`src/rtl/async_fifo_pkg.sv`:
```
// Shared types and constants for the async_fifo read-side blocks.
package async_fifo_pkg;

  typedef enum logic {
    IDLE   = 1'b0,
    STREAM = 1'b1
  } rd_state_e;

  localparam int SKID_DEPTH         = 2;
  localparam int SKID_CNT_WIDTH     = $clog2(SKID_DEPTH + 1);
  localparam int DEF_RD_WIDTH       = 32;
  localparam int DEF_RD_CNT_WIDTH   = 6;
  localparam int DEF_BEAT_CNT_WIDTH = 16;

endpackage

```
`src/rtl/fifo_skid_buf.sv`:
```
// Two-entry single-clock register FIFO; entry0 is always the head.
module fifo_skid_buf
  import async_fifo_pkg::*;
#(
  parameter int WIDTH = DEF_RD_WIDTH
) (
  input  logic                      clk,
  input  logic                      rst_n,
  input  logic                      push,
  input  logic [WIDTH-1:0]          push_data,
  input  logic                      pop,
  output logic [SKID_CNT_WIDTH-1:0] cnt,
  output logic [WIDTH-1:0]          head_data
);

  logic [WIDTH-1:0] entry0;
  logic [WIDTH-1:0] entry1;

  // Callers never pop when empty nor push when full without a pop.
  always_ff @(posedge clk or negedge rst_n) begin
    if (!rst_n) begin
      cnt    <= '0;
      entry0 <= '0;
      entry1 <= '0;
    end else begin
      case ({push, pop})
        2'b10: begin
          if (cnt == '0) entry0 <= push_data;
          else           entry1 <= push_data;
          cnt <= cnt + 1'b1;
        end
        2'b01: begin
          entry0 <= entry1;
          cnt    <= cnt - 1'b1;
        end
        2'b11: begin
          if (cnt == SKID_CNT_WIDTH'(1)) begin
            entry0 <= push_data;
          end else begin
            entry0 <= entry1;
            entry1 <= push_data;
          end
        end
        default: ;
      endcase
    end
  end

  assign head_data = entry0;

endmodule

```
`src/rtl/async_fifo_rd_stream.sv`:
```
// Drains the async_fifo read port into a valid/ready stream through a 2-entry skid buffer.
// Optional start threshold enabled by defining ASYNC_FIFO_RD_THRESH_EN.
//   state  | meaning
//   IDLE   | no reads issued; waiting for start condition
//   STREAM | reads issued whenever credit allows
module async_fifo_rd_stream
  import async_fifo_pkg::*;
#(
  parameter int RD_WIDTH       = DEF_RD_WIDTH,
  parameter int RD_CNT_WIDTH   = DEF_RD_CNT_WIDTH,
  parameter int START_THRESH   = 8,
  parameter int BEAT_CNT_WIDTH = DEF_BEAT_CNT_WIDTH
) (
  input  logic                      rd_clk,
  input  logic                      rd_rst_n,
  input  logic                      fifo_empty,
  input  logic [RD_CNT_WIDTH-1:0]   rd_data_count,
  input  logic [RD_WIDTH-1:0]       rd_data,
  output logic                      rd_en,
  input  logic                      flush,
  input  logic                      m_ready,
  output logic                      m_valid,
  output logic [RD_WIDTH-1:0]       m_data,
  output logic [BEAT_CNT_WIDTH-1:0] beat_cnt
);

  localparam logic [RD_CNT_WIDTH-1:0] START_LVL = RD_CNT_WIDTH'(START_THRESH);

  rd_state_e                 state;
  logic                      inflight;
  logic                      pop;
  logic                      start;
  logic [SKID_CNT_WIDTH-1:0] buf_cnt;
  logic [SKID_CNT_WIDTH:0]   credit_used;

`ifdef ASYNC_FIFO_RD_THRESH_EN
  assign start = (rd_data_count >= START_LVL) || flush;
`else
  logic unused_cfg;
  assign unused_cfg = ^{flush, rd_data_count, START_LVL};
  assign start      = !fifo_empty;
`endif

  assign pop = m_valid && m_ready;

  // Words already owned (buffered or in flight) after this cycle's pop; pop implies buf_cnt >= 1.
  assign credit_used = {1'b0, buf_cnt} + (SKID_CNT_WIDTH + 1)'(inflight)
                     - (SKID_CNT_WIDTH + 1)'(pop);
  assign rd_en = (state == STREAM) && !fifo_empty
              && (credit_used < (SKID_CNT_WIDTH + 1)'(SKID_DEPTH));

  always_ff @(posedge rd_clk or negedge rd_rst_n) begin
    if (!rd_rst_n) begin
      state    <= IDLE;
      inflight <= 1'b0;
      beat_cnt <= '0;
    end else begin
      inflight <= rd_en;
      if (pop) beat_cnt <= beat_cnt + 1'b1;
      case (state)
        IDLE:    if (start) state <= STREAM;
        STREAM:  if (fifo_empty && !inflight && (buf_cnt == '0) && !start) state <= IDLE;
        default: state <= IDLE;
      endcase
    end
  end

  fifo_skid_buf #(.WIDTH(RD_WIDTH)) u_skid (
    .clk       (rd_clk),
    .rst_n     (rd_rst_n),
    .push      (inflight),
    .push_data (rd_data),
    .pop       (pop),
    .cnt       (buf_cnt),
    .head_data (m_data)
  );

  assign m_valid = (buf_cnt != '0);

endmodule
```
`config.mk`:
```
export PLATFORM = sky130hd
export DESIGN_NAME = async_fifo_rd_stream
export DESIGN_NICKNAME = d
export VERILOG_FILES = /design/src/rtl/async_fifo_pkg.sv /design/src/rtl/fifo_skid_buf.sv /design/src/rtl/async_fifo_rd_stream.sv
export SDC_FILE = /design/constraint.sdc
export NUM_CORES = 1
export LEC_CHECK = 0
export BUFFER_PORTS_ARGS = -buffer_cell sky130_fd_sc_hd__buf_2
export CAP_MARGIN = 15
export CORE_MARGIN = 2
export CORE_UTILIZATION = 40
export CTS_CLUSTER_SIZE = 12
export DETAILED_ROUTE_END_ITERATION = 7
export PLACE_DENSITY = 0.75
export RECOVER_POWER = 50
export SYNTH_ARGS = -nofsm -noshare
export SYNTH_HDL_FRONTEND = slang
export SYNTH_SLANG_ARGS = --single-unit
```
`constraint.sdc`:
```
create_clock -name rd_clk -period 3.55 [get_ports rd_clk]
set_input_delay 0.1775 -clock rd_clk [delete_from_list [all_inputs] [get_ports rd_clk]]
set_output_delay 0.1775 -clock rd_clk [all_outputs]
set_load 0.1 [all_outputs]
```
Word level (Yosys, flattened, before mapping)
Cells that the tools add are included.
{"block": "totals", "ff_bits": 84, "input_bits": 43, "output_inout_bits": 50, "wordCells": 45}
{"block": "op_classes", "n_addsub": 5, "n_lt_le_gt_ge": 1, "eq_ne": 7, "muxes": 10, "n_bitwise": 1, "reduce_logical": 15}
{"cell": "2-to-1 mux 32 bit", "n": 4}
{"cell": "case mux 32 bit (3 select lines)", "n": 1}
{"cell": "case mux 32 bit (2 select lines)", "n": 1}
{"cell": "adder 16 x 1 -> 16 bit (second input constant)", "n": 1}
{"cell": "logical AND 1 bit", "n": 6}
{"cell": "inequality test 2 bit (second input constant)", "n": 3}
{"cell": "nonzero test 2 bit", "n": 3}
{"cell": "== test 2 x 1 -> 1 bit (second input constant)", "n": 2}
{"cell": "== test 2 bit (second input constant)", "n": 2}
{"cell": "case mux 2 bit (2 select lines)", "n": 1}
{"cell": "adder 2 x 1 -> 3 bit", "n": 1}
{"cell": "less-than comparator 3 x 2 -> 1 bit (second input constant)", "n": 1}
{"cell": "AND reduction 3 bit", "n": 1}
{"cell": "nonzero test 3 bit", "n": 1}
{"cell": "subtractor 3 x 1 -> 3 bit", "n": 1}
{"cell": "adder 2 x 1 -> 2 bit (second input constant)", "n": 1}
{"cell": "logical NOT 1 bit", "n": 2}
{"cell": "logical NOT 2 bit", "n": 1}
{"cell": "2-to-1 mux 1 bit", "n": 2}
{"cell": "case mux 1 bit (2 select lines)", "n": 1}
{"cell": "AND reduction 2 bit", "n": 1}
{"cell": "subtractor 2 x 1 -> 2 bit (second input constant)", "n": 1}
{"cell": "NOT 1 bit", "n": 1}

Logic depth before layout (Yosys ltp)
Gate-level depths: netlist of the first run.
{"block": "logic_depth", "ltp_word": 6, "ltp_mapped": 9, "mapped_depth_nobuf": 8}

Cells and area by module
Synthesis of the first run repeated with hierarchy kept, for this count alone.
{"block": "unflattened", "cells_unflattened": 344, "hier_area_um2": 3843.7}
{"module": "fifo_skid_buf", "instances": 1, "cells_each": 274, "area_each_um2": 3019.1, "seq_area_each_um2": 1651.6}
{"module": "async_fifo_rd_stream", "instances": 1, "cells_each": 70, "area_each_um2": 824.5, "seq_area_each_um2": 450.4}

Worst setup path before layout of the first run
Ideal clock, no wire load.
{"block": "synth_timing", "path_type": "register to register", "start": "reg u_skid.cnt[1]", "end": "reg inflight", "setup_time_ns": 0.345, "arrival_ns": 3.921, "required_time_ns": 3.205, "setup_slack_ns": -0.716, "stages_incl_launch_ff": 9, "n_path_buf": 0, "synth_period_minus_slack_ns": 4.266, "cell_sequence": "dfrtp_1 inv_1 ha_1 nand2b_1 nor2_1 o21ai_0 fa_1 xor2_1 nor3_1"}
{"block": "synth_via", "elab_chain_len": 5, "word_cells_on_any_way": 6, "cone_classes": "add/sub: 2; order compare: 1; reduce/logical: 3"}
{"item": "start: declaration", "line_no": "fifo_skid_buf.sv:12", "text": "output logic [SKID_CNT_WIDTH-1:0] cnt,"}
{"item": "start signal: assignment", "line_no": "fifo_skid_buf.sv:30", "text": "cnt <= cnt + 1'b1;"}
{"item": "start signal: assignment", "line_no": "fifo_skid_buf.sv:34", "text": "cnt <= cnt - 1'b1;"}
{"item": "parallel branches: the longest is 2 deep, another holds adder 2 x 1 -> 3 bit"}
{"item": "subtractor 3 x 1 -> 3 bit (*)", "line_no": "async_fifo_rd_stream.sv:48", "text": "- (SKID_CNT_WIDTH + 1)'(pop);"}
{"item": "less-than comparator 3 x 2 -> 1 bit (*)", "line_no": "async_fifo_rd_stream.sv:50", "text": "&& (credit_used < (SKID_CNT_WIDTH + 1)'(SKID_DEPTH));"}
{"item": "logical AND 1 bit (*)", "line_no": "async_fifo_rd_stream.sv:50"}
{"item": "net rd_en", "line_no": "async_fifo_rd_stream.sv:19", "text": "output logic rd_en,"}
{"item": "end signal: assignment", "line_no": "async_fifo_rd_stream.sv:58", "text": "inflight <= rd_en;"}
{"item": "end: declaration", "line_no": "async_fifo_rd_stream.sv:30", "text": "logic inflight;"}
Mark *: on every way through the listed nets, which the timed path passes.
A chain may end at the register's enable or synchronous reset.

Final worst setup path of the first run
{"block": "layout_timing", "start": "reg u_skid.cnt[1]", "end": "out rd_en"}
{"block": "layout_via", "elab_chain_len": 5, "word_cells_on_any_way": 6, "cone_classes": "add/sub: 2; order compare: 1; reduce/logical: 3"}
{"item": "parallel branches: the longest is 2 deep, another holds adder 2 x 1 -> 3 bit"}
{"item": "subtractor 3 x 1 -> 3 bit (*)", "line_no": "async_fifo_rd_stream.sv:48"}
{"item": "less-than comparator 3 x 2 -> 1 bit (*)", "line_no": "async_fifo_rd_stream.sv:50"}
{"item": "logical AND 1 bit (*)", "line_no": "async_fifo_rd_stream.sv:50"}
{"item": "end: declaration", "line_no": "async_fifo_rd_stream.sv:19"}
Every way passes the cells marked *.

==> reports/summary.log, run 1 <==
INFO  hold_path      hold-path-cell-count=2
INFO  timing         finalHoldViolCount=0
INFO  floorplan      die_area=10350um^2
INFO  route          drtPass1Iterations=4
INFO  clock_network  cts_repair_resize_count=0
INFO  yosys          postSynth.topFlopCell=sky130_fd_sc_hd__dfrtp_1
INFO  yosys          postSynthNetCount=347
INFO  yosys          synth_warnings=0
INFO  yosys          async_flop_share=100.0%
INFO  worst_setup_path critical_path.startpoint=u_skid.cnt[1]$_DFFE_PN0P_
INFO  yosys          syn_area_per_cell=12.74um^2
INFO  yosys          number_of_flops_mapped_to_enable_cells_by_yosys=0
INFO  yosys          post_synth_inst_count=300
INFO  yosys          synth_top_area_share=55.01%
INFO  floorplan      fp.dieH=101.7um
INFO  yosys          netlist.top_cell.by_area=sky130_fd_sc_hd__dfrtp_1
INFO  yosys          post_synth_instance_area=3821um^2
INFO  yosys          synth.top_cells.by_area=sky130_fd_sc_hd__dfrtp_1, sky130_fd_sc_hd__mux2_4, sky130_fd_sc_hd__mux2i_1
INFO  clock_network  cts_buffer_depth=2
INFO  status         result_of_the_run=complete, but fails checks
INFO  clock_network  clkLatencyLatePin=0.34ns
INFO  timing         max_freq=309.8MHz
INFO  timing         finalCriticalPeriod=3.228ns
INFO  global_routing congestion_overflow_gr=0
INFO  yosys          ys_ff_latch=84
INFO  route          detailroute.via_count=2468
INFO  global_routing global_route.usage.met2=22.77%
INFO  hold_path      worstHoldPathType=input pin to flip-flop
INFO  route          remaining_drc_errors=0
INFO  route          wl_per_cell=13.91um
INFO  worst_setup_path critical_path_peak_fanout=6
INFO  floorplan      die-width=101.7um
INFO  yosys          synth.most_common_cell=sky130_fd_sc_hd__dfrtp_1
INFO  yosys          netlist-cell-type-count=32
INFO  worst_setup_path worst_r2r_endpoint=u_skid.entry1[16]$_DFFE_PN0P_
INFO  global_routing grt_first_pass_wirelength=12160um
INFO  hold_path      holdPathEnd=u_skid.entry1[28]$_DFFE_PN0P_
INFO  hold_path      hold_path_startpoint=rd_data[28]
INFO  floorplan      initial_core_utilization=41.35%
INFO  floorplan      floorplan.rows=35
INFO  timing         period_share=90.93%
INFO  global_routing grt_util_met3=3.934%
INFO  global_routing grt_pass1_vias=2460
INFO  finish         synthToLayoutAreaGrowth=19.78%
INFO  worst_setup_path crit_required=3.37ns
INFO  clock_network  cts_buffers=9
INFO  worst_setup_path worst_setup_path_start_kind=flip-flop
INFO  yosys          synth_seq_area_share=55.01%
INFO  yosys          ys_top_cells_by_count=sky130_fd_sc_hd__dfrtp_1, sky130_fd_sc_hd__nand2_1, sky130_fd_sc_hd__mux2i_1
INFO  clock_network  tritoncts_clock_tree=done
INFO  global_routing grt.busiest_layer=met2
INFO  clock_network  clock-root-buffer=sky130_fd_sc_hd__clkbuf_8
INFO  global_routing grtUsageMet1=20.69%
INFO  clock_network  postCtsSetupBuffers=0
INFO  placed_design  routabilityCongestion=0.8051
INFO  route          drt.antenna.violating_nets=0
INFO  timing         worst_slew_pin_slew=2.098ns
INFO  flow_run       maxCapViolCount=1
INFO  timing         setup_total_negative_slack=0ns
INFO  worst_setup_path cp-end-kind=output port
INFO  finish         drive_above_1_share=30.79%
INFO  worst_setup_path critPathKind=flip-flop to output port
INFO  route          wirelength=7259um
INFO  worst_setup_path worst_ep_arrival_time=3.05ns
INFO  worst_setup_path worst_r2r_path_depth=6
INFO  timing         setup_viol=0
INFO  timing         grt_setup_unrepaired=false
INFO  finish         insertedDiodeCount=0
INFO  timing         finalMaxSlewViolations=37
INFO  global_routing grt.total_usage=15.01%
INFO  clock_network  maximum_level_of_the_cts_h_tree=3
INFO  timing         clock_skew=0.01361ns
INFO  global_routing grt_antenna_before_repair=0
INFO  placed_design  io_buffer_count=85
INFO  worst_setup_path timing.reg2reg.setup_slack=1.14ns
INFO  route          detailedRoute.firstIterationViolations=57
INFO  placed_design  detailed_place_hpwl=4858um
INFO  route          post_drt_via_cell_ratio=4.728
INFO  floorplan      ioPinCount=93
INFO  clock_network  clk_transition_reported_paths=0.08ns
INFO  finish         nFillCells=854
INFO  timing         relSlewSlack=-39.88%
INFO  status         violated_checks=capacitance limit, slew limit
INFO  worst_setup_path r2r_start=u_skid.cnt[1]$_DFFE_PN0P_
INFO  floorplan      placeableCoreArea=9240um^2
INFO  finish         layout.nets=435
INFO  clock_network  cts.sinks=84
INFO  global_routing pin_count_of_the_biggest_net_entering_global_routing=85
## layout make-up
| type | instances | area, um^2 | area share, % |
|---|---|---|---|
| inverter | 5 | 18.77 | 0.4101 |
| timing repair buffer | 92 | 483.0 | 10.55 |
| clock buffer | 12 | 145.1 | 3.171 |
| clock inverter | 4 | 72.57 | 1.586 |
| sequential | 84 | 2102 | 45.93 |
| multi-input combinational | 196 | 1594 | 34.83 |
| tap | 129 | 161.4 | 3.527 |
## through the flow
step                hold slack (ns)  worst slack [ns]  std cells  util, %  cell area (um^2)
floorplan                   -0.1181            0.2438        300        -              3826
global placement             0.3631            0.7999        503    47.04              4347
detailed placement           0.3602            0.6874        503    47.04              4347
CTS                         0.05283            0.2885        520    49.51              4574
global route                0.04294           0.06749        522    49.53              4577
finish                      0.07854            0.3218        522    49.53              4577
## sequential cells by signal, summed over array words and instances (netlist names)
name              flops
u_skid.cnt            2
inflight              1
u_skid.head_data     32
u_skid.entry1        32
beat_cnt             16
state                 1
## cell families after synthesis
logic type,synth area share [%]
DFF,55.01
and+or+nand+nor,10.15
muxes,20.76
AOI/OAI and AO/OA,5.043
buffers and inverters,3.634
xor gates and xnor gates,3.896
adders and majority gates,1.506
## per-layer routing
| metal | part of all wire [%] | vias up | wire [um] |
|---|---|---|---|
| li1 | - | 1197 | - |
| met1 | 46 | 1207 | 3354 |
| met2 | 48 | 55 | 3463 |
| met3 | 4.5 | 9 | 328 |
| met4 | 1.5 | 0 | 112 |
| met5 | 0 | - | 0 |
## cell usage in the layout, fill, tap and decap left out, types with 2 or more instances in the layout
cell type	count
sky130_fd_sc_hd__and3_1	2
sky130_fd_sc_hd__buf_2	59
sky130_fd_sc_hd__buf_4	3
sky130_fd_sc_hd__bufinv_16	2
sky130_fd_sc_hd__clkbuf_1	28
sky130_fd_sc_hd__clkbuf_8	10
sky130_fd_sc_hd__dfrtp_1	84
sky130_fd_sc_hd__dlygate4sd3_1	2
sky130_fd_sc_hd__ha_1	3
sky130_fd_sc_hd__inv_1	5
sky130_fd_sc_hd__mux2_2	2
sky130_fd_sc_hd__mux2_4	30
sky130_fd_sc_hd__mux2i_1	32
sky130_fd_sc_hd__nand2_1	46
sky130_fd_sc_hd__nand3_1	4
sky130_fd_sc_hd__nand4_4	2
sky130_fd_sc_hd__nor2_1	6
sky130_fd_sc_hd__nor3_1	3
sky130_fd_sc_hd__o21ai_0	30
sky130_fd_sc_hd__o21ai_1	4
sky130_fd_sc_hd__xnor2_1	12
sky130_fd_sc_hd__xor2_1	5
## worst max path at each step
stage / endpoint / slack [ns]
after detailed placement: rd_en / 0.69
final: rd_en / 0.32
after global placement: rd_en / 0.80
after floorplan: inflight$_DFF_PN0_ / 0.24
after CTS: rd_en / 0.29
after global routing: rd_en / 0.07
## critical path, stage by stage, from the launching register on
cell                       delay, ns
sky130_fd_sc_hd__dfrtp_1        0.45
sky130_fd_sc_hd__inv_1          0.10
sky130_fd_sc_hd__ha_1           0.27
sky130_fd_sc_hd__nand2b_1       0.27
sky130_fd_sc_hd__nor2_1         0.25
sky130_fd_sc_hd__o21ai_0        0.17
sky130_fd_sc_hd__fa_1           0.40
sky130_fd_sc_hd__xor2_1         0.16
sky130_fd_sc_hd__nor3_2         0.18
sky130_fd_sc_hd__buf_2          0.45
## what timing repair did
action | 4_1_cts | 5_1_grt
hold buffers | 1 | 1
hold endpoints to repair | 2 | 36
endpoints found under the setup margin | 0 | 0
Power of run 1 is left out: the tool's default activity adds up to more than one toggle a clock period on the data nets, which glitch-free logic cannot reach.
==> run 2, diff against run 1 <==
--- a/config.mk
+++ b/config.mk
@@ -5,13 +5,13 @@
 export SDC_FILE = /design/constraint.sdc
 export NUM_CORES = 1
 export LEC_CHECK = 0
-export BUFFER_PORTS_ARGS = -buffer_cell sky130_fd_sc_hd__buf_2
 export CAP_MARGIN = 15
 export CORE_MARGIN = 2
 export CORE_UTILIZATION = 40
 export CTS_CLUSTER_SIZE = 12
 export DETAILED_ROUTE_END_ITERATION = 7
-export PLACE_DENSITY = 0.75
+export DONT_BUFFER_PORTS = 1
+export PLACE_DENSITY = 0.66
 export RECOVER_POWER = 50
 export SYNTH_ARGS = -nofsm -noshare
 export SYNTH_HDL_FRONTEND = slang
==> run 2 against run 1 <==
Compared with the run above:
- the flow still finishes with violations (capacitance limit, slew limit)
- flip-flop and latch count stayed put
- wire length grew 3.9%
- non-clock buffer count is 40 lower
- global-route usage rose by 0.35 points
- fmax up 6.8%
- critical path type unchanged
==> reports/summary.log, run 2 (synthesis gave the netlist of run 1 again) <==
INFO  timing         setup_total_negative_slack=0ns [unchanged]
INFO  floorplan      floorplan.rows=35 [unchanged]
INFO  timing         relSlewSlack=-37.72% [was -39.88%]
INFO  global_routing grtUsageMet1=19.44% [was 20.69%]
INFO  placed_design  io_buffer_count=0 [was 85]
INFO  floorplan      initial_core_utilization=41.35% [unchanged]
INFO  timing         finalCriticalPeriod=3.023ns [was 3.228 ns]
INFO  clock_network  maximum_level_of_the_cts_h_tree=3 [unchanged]
INFO  finish         nFillCells=834 [was 854]
INFO  global_routing grt.total_usage=15.36% [was 15.01%]
INFO  status         violated_checks=capacitance limit, slew limit [unchanged]
INFO  finish         most-common-layout-cells=sky130_fd_sc_hd__dfrtp_1, sky130_fd_sc_hd__nand2_1, sky130_fd_sc_hd__dlygate4sd3_1, sky130_fd_sc_hd__mux2i_1 [was sky130_fd_sc_hd__dfrtp_1, sky130_fd_sc_hd__buf_2, sky130_fd_sc_hd__nand2_1, sky130_fd_sc_hd__mux2i_1]
INFO  timing         finalMaxSlewViolations=85 [was 37]
INFO  floorplan      fp.dieH=101.7um [unchanged]
INFO  timing         grt_setup_unrepaired=false [unchanged]
INFO  hold_path      worstHoldPathType=input pin to flip-flop [unchanged]
INFO  finish         insertedDiodeCount=0 [unchanged]
INFO  worst_setup_path cp_slowest_cell=sky130_fd_sc_hd__dfrtp_1 [unchanged]
INFO  clock_network  cts_buffers=9 [unchanged]
INFO  worst_setup_path crit_required=3.37ns [about the same]
INFO  route          detailedRoute.firstIterationViolations=71 [was 57]
INFO  route          wl_per_cell=15.65um [was 13.91 um]
INFO  worst_setup_path critical_path_peak_fanout=6 [unchanged]
INFO  global_routing congestion_overflow_gr=0 [unchanged]
INFO  finish         drive_above_1_share=17.85% [was 30.79%]
INFO  route          wirelength=7543um [was 7259 um]
INFO  floorplan      placeableCoreArea=9240um^2 [unchanged]
INFO  floorplan      ioPinCount=93 [unchanged]
INFO  worst_setup_path critPathKind=flip-flop to output port [unchanged]
INFO  finish         synthToLayoutAreaGrowth=17.85% [was 19.78%]
INFO  global_routing grt.busiest_layer=met2 [unchanged]
INFO  worst_setup_path worst_setup_path_start_kind=flip-flop [unchanged]
INFO  timing         setup_viol=0 [unchanged]
INFO  clock_network  cts_repair_resize_count=0 [unchanged]
INFO  floorplan      die-width=101.7um [unchanged]
INFO  timing         clock_skew=0.01575ns [was 0.01361 ns]
INFO  timing         period_share=85.16% [was 90.93%]
INFO  clock_network  postCtsSetupBuffers=0 [unchanged]
INFO  finish         mostFrequentLayoutCell=sky130_fd_sc_hd__dfrtp_1 [unchanged]
INFO  placed_design  routabilityCongestion=0.7410 [was 0.8051]
INFO  clock_network  clkLatencyLatePin=0.35ns [was 0.34 ns]
INFO  worst_setup_path cp-end-kind=output port [unchanged]
INFO  timing         worst_slew_pin_slew=2.066ns [was 2.098 ns]
INFO  route          drtPass1Iterations=4 [unchanged]
INFO  floorplan      die_area=10350um^2 [unchanged]
INFO  route          remaining_drc_errors=0 [unchanged]
INFO  clock_network  clock-root-buffer=sky130_fd_sc_hd__clkbuf_8 [unchanged]
INFO  global_routing grt_util_met3=3.727% [was 3.934%]
INFO  timing         finalHoldViolCount=0 [unchanged]
INFO  global_routing grt_antenna_before_repair=0 [unchanged]
INFO  route          detailroute.via_count=2356 [was 2468]
INFO  flow_run       maxCapViolCount=1 [unchanged]
INFO  worst_setup_path worst_ep_arrival_time=2.85ns [was 3.05 ns]
INFO  clock_network  tritoncts_clock_tree=done [unchanged]
INFO  clock_network  clk_transition_reported_paths=0.09ns [was 0.08 ns]
INFO  status         result_of_the_run=complete, but fails checks [unchanged]
INFO  placed_design  detailed_place_hpwl=4676um [was 4858 um]
INFO  timing         max_freq=330.8MHz [was 309.8 MHz]
INFO  clock_network  cts.sinks=84 [unchanged]
INFO  worst_setup_path worst_path_largest_cell_delay=0.45ns [about the same]
INFO  clock_network  cts-hold-fix-buffers=35 [was 1]
INFO  global_routing pin_count_of_the_biggest_net_entering_global_routing=85 [unchanged]
INFO  worst_setup_path cp_cell_sequence=inv_1, ha_1, nand2b_1, nor2_1, o21ai_0, fa_1, xor2_1, nor3_4, buf_4 [was inv_1, ha_1, nand2b_1, nor2_1, o21ai_0, fa_1, xor2_1, nor3_2, buf_2]
INFO  worst_setup_path timing.reg2reg.setup_slack=0.93ns [was 1.14 ns]
INFO  route          post_drt_via_cell_ratio=4.888 [was 4.728]
INFO  global_routing grt_pass1_vias=2542 [was 2460]
INFO  clock_network  cts_buffer_depth=2 [unchanged]
INFO  global_routing global_route.usage.met2=25.05% [was 22.77%]
INFO  global_routing grt_first_pass_wirelength=12380um [was 12160 um]
INFO  finish         layout.nets=395 [was 435]
INFO  route          drt.antenna.violating_nets=0 [unchanged]
-- run 2: worst paths after layout --
check	depth (start not counted)	to	start
setup / recovery	9	rd_en	u_skid.cnt[1]$_DFFE_PN0P_
hold / removal	2	u_skid.head_data[25]$_DFFE_PN0P_	rd_data[25]
setup reg to reg	9	inflight$_DFF_PN0_	u_skid.cnt[1]$_DFFE_PN0P_
hold reg to reg	1	beat_cnt[2]$_DFFE_PN0P_	beat_cnt[2]$_DFFE_PN0P_
max in group asynchronous	2	u_skid.head_data[30]$_DFFE_PN0P_	rd_rst_n
min in group asynchronous	2	beat_cnt[7]$_DFFE_PN0P_	rd_rst_n
-- run 2: cell type report --
class / instances / area (um^2) / share of cell area (%)
clock buffer: 11 / 131.4 / 2.917
clock inverter: 5 / 36.28 / 0.8058
inverter: 5 / 18.77 / 0.4168
multi-input combinational: 196 / 1600 / 35.54
sequential: 84 / 2102 / 46.68
tap: 129 / 161.4 / 3.584
timing repair buffer: 52 / 452.9 / 10.06
-- run 2: critical path: cells and delay by family (launching register included) --
kind,cells,cell delay (ns)
AO/OA/AOI/OAI,1,0.15
XOR/XNOR,1,0.18
adder cells (fa/ha/maj),2,0.65
buffers and inverters,2,0.40
flip-flops,1,0.45
AND/OR/NAND/NOR,3,0.68
-- run 2: per-layer routing --
layer  share of wire (%)  up-vias
met3                 5.2       11
li1                    -     1123
met4                 2.0        0
met2                  49       57
met5                   0        -
met1                  44     1165
-- run 2: through the flow --
stage | util [%] | instances | hold WS (ns) | cell area, um^2 | worst slack (ns)
2_1_floorplan | - | 300 | -0.1181 | 3826 | 0.2438
3_3_place_gp | 43.67 | 431 | -0.1167 | 4035 | 0.9387
3_5_place_dp | 43.67 | 431 | -0.1168 | 4035 | 0.8826
4_1_cts | 49.47 | 482 | 0.009035 | 4571 | 0.4819
5_1_grt | 48.73 | 482 | 0.01899 | 4503 | 0.2787
6_report | 48.73 | 482 | 0.02990 | 4503 | 0.5270
Power of run 2 is left out for the same reason.
